==> src/rtl/piece_control.sv <==
// Active-piece controller: arbitrates moves and gravity, probes four candidate
// cells against the board, then commits, locks, or ends the game.
module piece_control #(
    parameter int BOARD_W = 10,
    parameter int BOARD_H = 20,
    parameter int SPAWN_X = 3
) (
    input  logic            clk,
    input  logic            rst_n,
    input  logic            start,
    input  logic            key_left,
    input  logic            key_right,
    input  logic            key_rot,
    input  logic            key_drop,
    input  logic            tick,
    input  logic [2:0]      shape_sel,
    output logic [4:0]      cand_left,
    output logic [4:0]      cand_top,
    output logic [1:0]      cand_rot,
    input  logic [3:0][4:0] xpos,
    input  logic [3:0][4:0] ypos,
    output logic [4:0]      occ_x,
    output logic [4:0]      occ_y,
    input  logic            occ_hit,
    output logic [4:0]      left,
    output logic [4:0]      top,
    output logic [1:0]      rotation,
    output logic [2:0]      shape_id,
    output logic            alive,
    output logic            lock_valid,
    input  logic            lock_ack,
    output logic            game_over
);

    typedef enum logic [2:0] {
        S_IDLE, S_SPAWN, S_WAIT, S_PROBE, S_FINAL, S_RESOLVE, S_LOCK, S_OVER
    } state_t;

    typedef enum logic [2:0] {
        R_SPAWN, R_ROT, R_LEFT, R_RIGHT, R_DROP, R_TICK, R_GRAV
    } req_t;

    typedef struct packed {
        logic [4:0] left;
        logic [4:0] top;
        logic [1:0] rot;
    } pos_t;

    localparam logic [5:0] BW = 6'(BOARD_W);
    localparam logic [5:0] BH = 6'(BOARD_H);
    localparam logic [4:0] SX = 5'(SPAWN_X);

    state_t     state, state_nxt;
    req_t       req, acc_req;
    pos_t       pos, cand;
    logic [2:0] shape_r;
    logic [1:0] idx;
    logic       fail, pend, acc, oob;

    assign cand_left = cand.left;
    assign cand_top  = cand.top;
    assign cand_rot  = cand.rot;
    assign left      = pos.left;
    assign top       = pos.top;
    assign rotation  = pos.rot;
    assign shape_id  = shape_r;

    assign alive      = (state != S_IDLE) && (state != S_OVER);
    assign lock_valid = (state == S_LOCK);
    assign game_over  = (state == S_OVER);

    always_comb begin
        occ_x = xpos[0];
        occ_y = ypos[0];
        if (state == S_PROBE || state == S_FINAL) begin
            occ_x = xpos[idx];
            occ_y = ypos[idx];
        end
    end

    assign oob = ({1'b0, xpos[idx]} >= BW) || ({1'b0, ypos[idx]} >= BH);

    // Fixed-priority arbiter; deferred gravity always wins so it cannot starve.
    always_comb begin
        acc     = 1'b1;
        acc_req = R_TICK;
        if (pend)           acc_req = R_GRAV;
        else if (key_rot)   acc_req = R_ROT;
        else if (key_left)  acc_req = R_LEFT;
        else if (key_right) acc_req = R_RIGHT;
        else if (key_drop)  acc_req = R_DROP;
        else if (tick)      acc_req = R_TICK;
        else                acc     = 1'b0;
    end

    always_ff @(posedge clk or negedge rst_n) begin
        if (!rst_n) state <= S_IDLE;
        else        state <= state_nxt;
    end

    always_comb begin
        state_nxt = state;
        case (state)
            S_IDLE:    if (start) state_nxt = S_SPAWN;
            S_SPAWN:   state_nxt = S_PROBE;
            S_WAIT:    if (acc) state_nxt = S_PROBE;
            S_PROBE:   if (idx == 2'd3) state_nxt = S_FINAL;
            S_FINAL:   state_nxt = S_RESOLVE;
            S_RESOLVE: begin
                if (!fail) begin
                    state_nxt = (req == R_DROP) ? S_PROBE : S_WAIT;
                end else begin
                    case (req)
                        R_SPAWN:                state_nxt = S_OVER;
                        R_TICK, R_DROP, R_GRAV: state_nxt = S_LOCK;
                        default:                state_nxt = S_WAIT;
                    endcase
                end
            end
            S_LOCK:    if (lock_ack) state_nxt = S_SPAWN;
            S_OVER:    state_nxt = S_OVER;
            default:   state_nxt = S_IDLE;
        endcase
    end

    always_ff @(posedge clk or negedge rst_n) begin
        if (!rst_n) begin
            pos     <= '0;
            cand    <= '0;
            shape_r <= '0;
            req     <= R_SPAWN;
            idx     <= '0;
            fail    <= 1'b0;
            pend    <= 1'b0;
        end else begin
            // Ticks that can't be served now are remembered as one gravity step.
            if (tick && (state == S_SPAWN || state == S_PROBE || state == S_FINAL ||
                         state == S_RESOLVE || state == S_LOCK))
                pend <= 1'b1;

            case (state)
                S_SPAWN: begin
                    shape_r <= shape_sel;
                    cand    <= '{left: SX, top: 5'd0, rot: 2'd0};
                    req     <= R_SPAWN;
                    idx     <= '0;
                    fail    <= 1'b0;
                end
                S_WAIT: begin
                    if (acc) begin
                        req  <= acc_req;
                        idx  <= '0;
                        fail <= 1'b0;
                        if (acc_req == R_GRAV) pend <= 1'b0;
                        cand <= pos;
                        case (acc_req)
                            R_ROT:   cand.rot  <= pos.rot + 2'd1;
                            R_LEFT:  cand.left <= pos.left - 5'd1;
                            R_RIGHT: cand.left <= pos.left + 5'd1;
                            default: cand.top  <= pos.top + 5'd1;
                        endcase
                    end
                end
                S_PROBE: begin
                    // occ_hit lags the probe address by one cycle, so idx 0 carries no result.
                    fail <= fail | oob | ((idx != 2'd0) & occ_hit);
                    if (idx != 2'd3) idx <= idx + 2'd1;
                end
                S_FINAL: fail <= fail | occ_hit;
                S_RESOLVE: begin
                    if (!fail) begin
                        pos <= cand;
                        if (req == R_DROP) begin
                            cand.top <= cand.top + 5'd1;
                            idx      <= '0;
                            fail     <= 1'b0;
                        end
                    end else begin
                        cand <= pos;
                    end
                end
                default: ;
            endcase
        end
    end

endmodule

==> config.mk <==
export PLATFORM = sky130hd
export DESIGN_NAME = piece_control
export DESIGN_NICKNAME = d
export VERILOG_FILES = /design/src/rtl/piece_control.sv
export SDC_FILE = /design/constraint.sdc
export NUM_CORES = 1
export LEC_CHECK = 0
export CORE_MARGIN = 10
export CORE_UTILIZATION = 50
export DETAILED_ROUTE_END_ITERATION = 16
export MAX_ROUTING_LAYER = met4
export PLACE_DENSITY = 0.92
export SLEW_MARGIN = 40
export SYNTH_ARGS = -nofsm -noshare
export SYNTH_HDL_FRONTEND = slang
export SYNTH_SLANG_ARGS = --single-unit
==> constraint.sdc <==
create_clock -name clk -period 3.1 [get_ports clk]
set_input_delay 0.93 -clock clk [delete_from_list [all_inputs] [get_ports clk]]
set_output_delay 0.93 -clock clk [all_outputs]
set_load 0.05 [all_outputs]
==> flow_metrics.tcl, run 1 <==
set metrics [dict create \
    start_util 0.522 \
    diodes 0 \
    end_kind "output port" \
    syn_avg_cell_area_um2 9.00 \
    grt_pass1_wl_mm 13.8 \
    synth_top_cells_by_area "dfrtp_1, mux2_2, nand2_1" \
    min_from "cand_rot[1]" \
    ant_nets 0 \
    synth_fp_nets 361 \
    final_cell_mix "clkdlybuf4s50_1, nand2_1, dfrtp_1, buf_4, a21oi_1" \
    drt-initial-drc-count 203 \
    numPortBuffers 92 \
    cts_tree "built" \
    startpoint "ypos[12]" \
    synth_edf_count 0 \
    drc 0 \
    period_needed_ns 3.13 \
    rows 26 \
    layout_commonest_cell "clkdlybuf4s50_1" \
    final_nets 461 \
    drt-total-wl_mm 8.76 \
    grt_overflow 0 \
    fin_crit_sh 1.01 \
    yosys_most_used_dff "dfrtp_1" \
    gp_congestion 0.933 \
    fmax_ghz 0.320 \
    holdPathEnd "cand_rot[1]" \
    die_w_um 93.5 \
    clk_latency_ns 0.30 \
    wl_per_cell_um 18.6 \
    critical_path_arrival_ns 2.20 \
    async_flop_share 1.00 \
    clk_pin_slew_ns 0.07 \
    hold_viol 0 \
    r2r_slack_ns 0.79 \
    p_leak_nw 1.66 \
    slew_headroom 0.593 \
    p_per_area_mw_per_mm2 1180 \
    setup_violations 1 \
    core_area_mm2 0.00517 \
    reg2regPathDepth 9 \
    violations "setup timing" \
    finClkSkew_ns 0.00948 \
    cts_root_buffer "clkbuf_8" \
    cts.sinks 37 \
    min_path_type "reg2reg" \
    chipHeight_um 93.5 \
    required_ns 2.17 \
    critPathMaxFanout 2 \
    cts_max_level 2 \
    syn_area_mm2 0.00270 \
    vias 2706 \
    synth_seq_cells 37 \
    max-cap-violations 0 \
    cpPeakStageDelay_ns 0.49 \
    startpoint_type "input port" \
    worst_pin_slew_ns 0.608 \
    slew_viol_final 0 \
    ys_seq_area_frac 0.343 \
    crit_type "in2out" \
    r2r_end "cand_left[4]" \
    vdd_drop_max_v 0.000965 \
    worst_hold_slack_ns 0.508 \
    via_per_inst 5.75 \
    grt_pass1_vias 2823 \
    synth_top_cell_by_area "dfrtp_1" \
    area_delta_synth_final_pct 44.2 \
    place_area_mm2 0.00374 \
    dieArea_mm2 0.00874 \
    hpwl_mm 6.68 \
    clockBufferDepth 2 \
    whs_path_depth 2 \
    grt_max_degree 38 \
    yosys_warnings 0 \
    antenna_found_initial 0 \
    cpMostUsedCell "nand2_1" \
    timing.rr.start "pend" \
    crit_chain "clkdlybuf4s50_1 > mux4_2 > nand2_1 > nand2_1 > buf_4" \
    synth.distinct_cells 59 \
    slowest_stage "mux4_2" \
    status "finished with violations" \
    dr.pass1.iters 4 \
    dp_slack_ns 0.0107 \
    cts_made_buffers 5 \
    yosys.area.top_type_share 0.343 \
    grt_use_total 0.200 \
    fin_ws_ns -0.0279 \
    io_pins 93 \
    drive_above_1_share 0.187 \
    finalInstanceArea_mm2 0.00389 \
    syn_inst 300 \
]
[cell families after synthesis]
kind of cell             share of synthesized area
AO/OA/AOI/OAI                                0.218
XOR/XNOR                                    0.0260
adder cells (fa/ha/maj)                     0.0399
buffers and inverters                       0.0505
flip-flops                                   0.343
multiplexers                                 0.136
AND/OR/NAND/NOR                              0.186
[worst max path at each step]
| stage | to | slack, ns | cells past startpoint |
|---|---|---|---|
| 3_5_place_dp | occ_x[2] | 0.01 | 5 |
| 6_report | occ_y[2] | -0.03 | 5 |
| 5_1_grt | occ_y[2] | -0.06 | 5 |
| 3_3_place_gp | occ_y[2] | 0.04 | 5 |
| 2_1_floorplan | lock_valid | 0.26 | 3 |
| 4_1_cts | occ_x[2] | 0.005 | 5 |
[cell usage after synthesis, types with 3 or more instances]
| library cell | count |
|---|---|
| nand2_1 | 44 |
| dfrtp_1 | 37 |
| a21oi_1 | 20 |
| nor2_1 | 19 |
| o21ai_0 | 19 |
| inv_1 | 18 |
| mux2_2 | 16 |
| nor3_1 | 9 |
| a22oi_1 | 8 |
| clkbuf_1 | 8 |
| ha_1 | 7 |
| mux4_2 | 7 |
| o21ai_1 | 6 |
| nor2b_1 | 5 |
| o22ai_1 | 5 |
| a22o_1 | 4 |
| and3_1 | 4 |
| buf_2 | 4 |
| nand3_1 | 4 |
| xnor2_1 | 4 |
| xor2_1 | 4 |
| a221oi_1 | 3 |
| mux2i_1 | 3 |
| nand2b_1 | 3 |
[registers in the layout, indices dropped and copies added, names as in the netlist]
name and flops:
cand_left 5, pend 1, fail 1, rotation 2, req 3, idx 2, cand_top 5, cand_rot 2
left 5, top 5, shape_id 3, state 3
[critical path: cells and delay by family]
family / cells / cell delay, ns
buffers and inverters: 2 / 0.61
multiplexers: 1 / 0.49
AND/OR/NAND/NOR: 2 / 0.17
[timing repair]
action                     in CTS  in global routing
hold endpoints to repair        0                  0
hold buffers                    0                  0
buffers inserted                0                  2
setup endpoints to repair       0                  9
gates resized for setup         0                 14
[layout make-up]
type                       count  area [um2]
multi-input combinational    230        1650
fill                         341        1280
timing repair buffer         108        1070
sequential                    37         926
tap                           70        87.6
clock buffer                   7        76.3
inverter                      18        67.6
clock inverter                 1        7.51
[layer usage]
metal	part of all wire	track usage	up-vias
li1	-	-	1295
met3	0.049	0.0360	16
met2	0.55	0.358	91
met1	0.39	0.219	1304
met4	0.017	0.0604	0
met5	0	-	-
[stage by stage]
step           std cells  power (mW)   util  TNS [ns]
5_1_grt              471        4.90  0.752   -0.0844
2_1_floorplan        300        3.13      -         0
6_report             471        4.60  0.752   -0.0279
3_5_place_dp         461        4.16  0.724         0
4_1_cts              469        4.52  0.740         0
3_3_place_gp         461        4.06  0.724         0
[power by group]
part | internal, mW | total, mW | switching (mW)
logic | 1.29 | 3.22 | 1.93
clock network | 0.159 | 0.338 | 0.179
registers | 0.694 | 1.04 | 0.344
No activity file was read; power rests on OpenSTA's default activity.
==> inputs of run 2 (changes only) <==
- CELL_PAD_IN_SITES_DETAIL_PLACEMENT: unset -> 1
- CELL_PAD_IN_SITES_GLOBAL_PLACEMENT: unset -> 2
- CORE_UTILIZATION: 50 -> 28
- PLACE_DENSITY: 0.92 -> 0.9
- SLEW_MARGIN: 40 -> unset
==> flow_metrics.tcl, run 2 (synthesized netlist as in run 1, its figures left out) <==
set metrics [dict create \
    status "completed" \
    r2r_slack_ns 0.68 \
    final_cell_mix "clkdlybuf4s50_1, dfrtp_1, nand2_1, buf_4, a21oi_1" \
    p_int_mw 2.23 \
    wl_per_cell_um 18.0 \
    drive_above_1_share 0.215 \
    drc 0 \
    cts_tree "built" \
    whs_path_depth 1 \
    worst_pin_slew_ns 0.866 \
    drt-total-wl_mm 9.61 \
    cpPeakStageDelay_ns 0.47 \
    slew_viol_final 0 \
    clockBufferDepth 2 \
    start_util 0.289 \
    antenna_found_initial 0 \
    diodes 0 \
    post-place-cells 526 \
    dieArea_mm2 0.0140 \
    core_area_mm2 0.00933 \
    cts_made_buffers 5 \
    fillers 1103 \
    layout_commonest_cell "clkdlybuf4s50_1" \
    ant_nets 0 \
    crit_chain "clkdlybuf4s50_1 > mux4_2 > nand2_1 > nand2_2 > buf_12" \
    path_buf_inv 2 \
    grt_overflow 0 \
    reg2regPathDepth 7 \
    final_cells 534 \
    setup_violations 0 \
    drt-initial-drc-count 101 \
    final_nets 465 \
    min_from "shape_id[0]" \
    cts_max_level 2 \
    io_pins 93 \
    slew_headroom 0.423 \
    critPathMaxFanout 2 \
    via_per_inst 5.07 \
    switchingPower_mw 2.49 \
    cts_hold_buf 0 \
    die_w_um 118 \
    timing.rr.start "state[1]" \
    grt_pass1_wl_mm 15.7 \
    numPortBuffers 92 \
    rows 35 \
    vias 2710 \
    chipHeight_um 118 \
    power_frac_comb 0.718 \
    p_sw_frac 0.528 \
    pwr-share-seq 0.210 \
    hold_viol 0 \
    startpoint_type "input port" \
    end_kind "output port" \
    grt_max_degree 38 \
    period_needed_ns 3.08 \
    area_delta_synth_final_pct 49.6 \
    cts_setup_buffers 0 \
    fin_crit_sh 0.993 \
    grt_use_total 0.139 \
    fmax_ghz 0.325 \
    vdd_drop_max_v 0.000541 \
    cts.sinks 37 \
    startpoint "xpos[3]" \
    dp_slack_ns -0.0254 \
    slowest_stage "mux4_2" \
    finClkSkew_ns 0.0131 \
    min_path_type "reg2reg" \
    crit_type "in2out" \
    cts_root_buffer "clkbuf_8" \
    max-cap-violations 0 \
    holdPathEnd "shape_id[0]" \
    dr.pass1.iters 4 \
    critical_path_arrival_ns 2.15 \
    p_leak_nw 1.72 \
    fin_ws_ns 0.0217 \
    grt_pass1_vias 3017 \
    clk_latency_ns 0.30 \
    clk_pin_slew_ns 0.07 \
    r2r_end "cand_left[4]" \
    pwr-share-clk 0.072 \
    required_ns 2.17 \
    p_per_area_mw_per_mm2 1170 \
    gp_congestion 0.804 \
    hpwl_mm 7.58 \
    crit_family "buffers and inverters" \
]
## run 2: routing by layer
layer  vias up  global-route usage  wire [um]
li1       1297                   -          -
met1      1350               0.156       4120
met2        54               0.249       5130
met3         9              0.0228        255
met4         0              0.0340        102
met5         -                   -          0
## run 2: how the worst max path moves through the flow
| stage | to | slack, ns | cells after the start |
|---|---|---|---|
| global route | occ_x[1] | -0.003 | 5 |
| floorplan | lock_valid | 0.26 | 3 |
| CTS | occ_y[3] | 0.002 | 5 |
| detailed placement | cand_left[4] | -0.03 | 10 |
| global placement | occ_x[1] | 0.02 | 5 |
| finish | occ_x[3] | 0.02 | 5 |
## run 2: power by group through the flow
stage / Sequential (mW) / Clock, mW / Combinational (mW)
2_1_floorplan: 1.40 / 0 / 1.73
3_3_place_gp: 0.988 / 0 / 3.30
3_5_place_dp: 0.999 / 0 / 3.36
4_1_cts: 0.995 / 0.350 / 3.39
5_1_grt: 1.04 / 0.370 / 3.66
6_report: 0.991 / 0.339 / 3.39
## run 2: cell type report
cell class                      count  area (um2)  area share
Timing Repair Buffer              112        1130       0.281
Multi-Input combinational cell    230        1670       0.413
Clock buffer                        6        72.6      0.0180
Sequential cell                    37         926       0.229
Tap cell                          129         161      0.0400
Clock inverter                      2        10.0     0.00248
Inverter                           18        67.6      0.0167
## run 2: timing repair
item	in CTS	in global routing
endpoints found under the setup margin	2	7
gates resized for setup	3	15
cloned	0	0
pin swaps	0	6
endpoints found under the hold margin	0	0
## run 2: through the flow
stage          area (um2)   TNS, ns  hold WS, ns  power [mW]   util
2_1_floorplan        2700         0        0.551        3.13      -
4_1_cts              4000         0        0.521        4.73  0.429
6_report             4040         0        0.516        4.72  0.433
3_5_place_dp         3910   -0.0504        0.500        4.36  0.419
3_3_place_gp         3910         0        0.489        4.29  0.419
5_1_grt              4040  -0.00328        0.551        5.07  0.433
==> inputs of run 3 (changes only) <==
- GPL_TIMING_DRIVEN: unset -> 0
==> flow_metrics.tcl, run 3 (synthesized netlist as in run 1, its figures left out) <==
set metrics [dict create \
    gp_congestion 0.818 \
    cts_tree "built" \
    finClkSkew_ns 0.00585 \
    critPathMaxFanout 2 \
    chipHeight_um 118 \
    layout_commonest_cell "clkdlybuf4s50_1" \
    grt_max_degree 38 \
    start_util 0.289 \
    final_cell_mix "clkdlybuf4s50_1, nand2_1, dfrtp_1, a21oi_1" \
    period_needed_ns 3.07 \
    setup_violations 0 \
    via_per_inst 5.20 \
    worst_pin_slew_ns 0.884 \
    clockBufferDepth 2 \
    hpwl_mm 7.63 \
    grt_pass1_vias 2941 \
    place_area_mm2 0.00378 \
    numPortBuffers 92 \
    rows 35 \
    cts_hold_buf 0 \
    fin_total_pwr_mw 4.56 \
    cts.sinks 37 \
    grt_overflow 0 \
    p_sw_frac 0.545 \
    clk_pin_slew_ns 0.08 \
    cts_max_level 2 \
    drt-total-wl_mm 9.72 \
    finalSetupTns_ns 0 \
    status "completed" \
    pwr-share-clk 0.071 \
    finalInstanceArea_mm2 0.00391 \
    switchingPower_mw 2.48 \
    required_ns 2.17 \
    fillers 1102 \
    fmax_ghz 0.325 \
    clk_latency_ns 0.29 \
    antenna_found_initial 0 \
    slew_viol_final 0 \
    fin_crit_sh 0.991 \
    p_per_area_mw_per_mm2 1170 \
    io_pins 93 \
    vias 2751 \
    post-place-cells 521 \
    diodes 0 \
    crit_type "in2out" \
    cts_root_buffer "clkbuf_8" \
    die_w_um 118 \
    hold_viol 0 \
    area_delta_synth_final_pct 45.0 \
    slew_headroom 0.411 \
    rsz0062_at_grt "no" \
    drive_above_1_share 0.170 \
    end_kind "output port" \
    grt_pass1_wl_mm 15.9 \
    cts_made_buffers 5 \
    critical_path_arrival_ns 2.14 \
    drt-initial-drc-count 139 \
    power_frac_comb 0.724 \
    final_nets 462 \
    wl_per_cell_um 18.4 \
    startpoint_type "input port" \
    worst_hold_slack_ns 0.519 \
    final_cells 529 \
    max-cap-violations 0 \
    core_area_mm2 0.00933 \
    dieArea_mm2 0.0140 \
    dr.pass1.iters 4 \
    pwr-share-seq 0.205 \
    grt_use_total 0.141 \
    drc 0 \
    p_int_mw 2.08 \
    vdd_drop_max_v 0.000827 \
    ant_nets 0 \
    min_path_type "reg2reg" \
    p_leak_nw 1.65 \
]
## run 3: per-stage QoR
step	setup WS (ns)	utilization
floorplan	0.261	-
global placement	-0.517	0.405
detailed placement	-0.530	0.405
CTS	0.00505	0.410
global route	0.00503	0.419
finish	0.0274	0.419
## run 3: path summary, 6_finish.rpt
path,start,slack (ns),to,cells past startpoint
worst max-delay path,xpos[11],0.03,occ_x[1],5
worst min register to register,cand_left[0],0.52,left[0],2
min in group asynchronous,rst_n,0.75,left[0],1
max in group asynchronous,rst_n,1.80,shape_id[0],1
worst min-delay path,cand_left[0],0.52,left[0],2
worst max register to register,pend,0.86,cand_left[4],8
## run 3: repair_timing
action	4_1_cts	5_1_grt
endpoints found under the setup margin	13	13
cloned	0	0
setup buffers	0	2
hold endpoints to repair	0	0
gates resized for setup	64	32
## run 3: metal layers
layer,global-route usage,vias up,share of wire,wire (um)
met5,-,-,0,0
met4,0.0425,0,0.019,187
met3,0.0262,15,0.036,350
met2,0.242,59,0.52,5020
met1,0.162,1384,0.43,4160
li1,-,1293,-,-
## run 3: power by group through the flow
stage                     logic [mW]  registers, mW  clock network, mW
after global placement          3.17          0.919                  0
after global routing            3.57          0.973              0.356
final                           3.30          0.935              0.324
after detailed placement        3.24          0.936                  0
after CTS                       3.22          0.933              0.336
after floorplan                 1.73           1.40                  0
## run 3: worst max-delay path, stage by stage
cell and delay, ns:
clkdlybuf4s50_1 0.43, mux4_2 0.49, nand2_1 0.09, nand2_1 0.06, buf_6 0.15
## run 3: final cells by class
| type | instances | area, um2 | share of cell area |
|---|---|---|---|
| Sequential cell | 37 | 926 | 0.237 |
| Clock inverter | 1 | 5.00 | 0.00128 |
| Multi-Input combinational cell | 230 | 1660 | 0.425 |
| Inverter | 18 | 67.6 | 0.0173 |
| Clock buffer | 5 | 68.8 | 0.0176 |
| Tap cell | 129 | 161 | 0.0413 |
| Buffer | 15 | 78.8 | 0.0201 |
| Timing Repair Buffer | 94 | 942 | 0.241 |
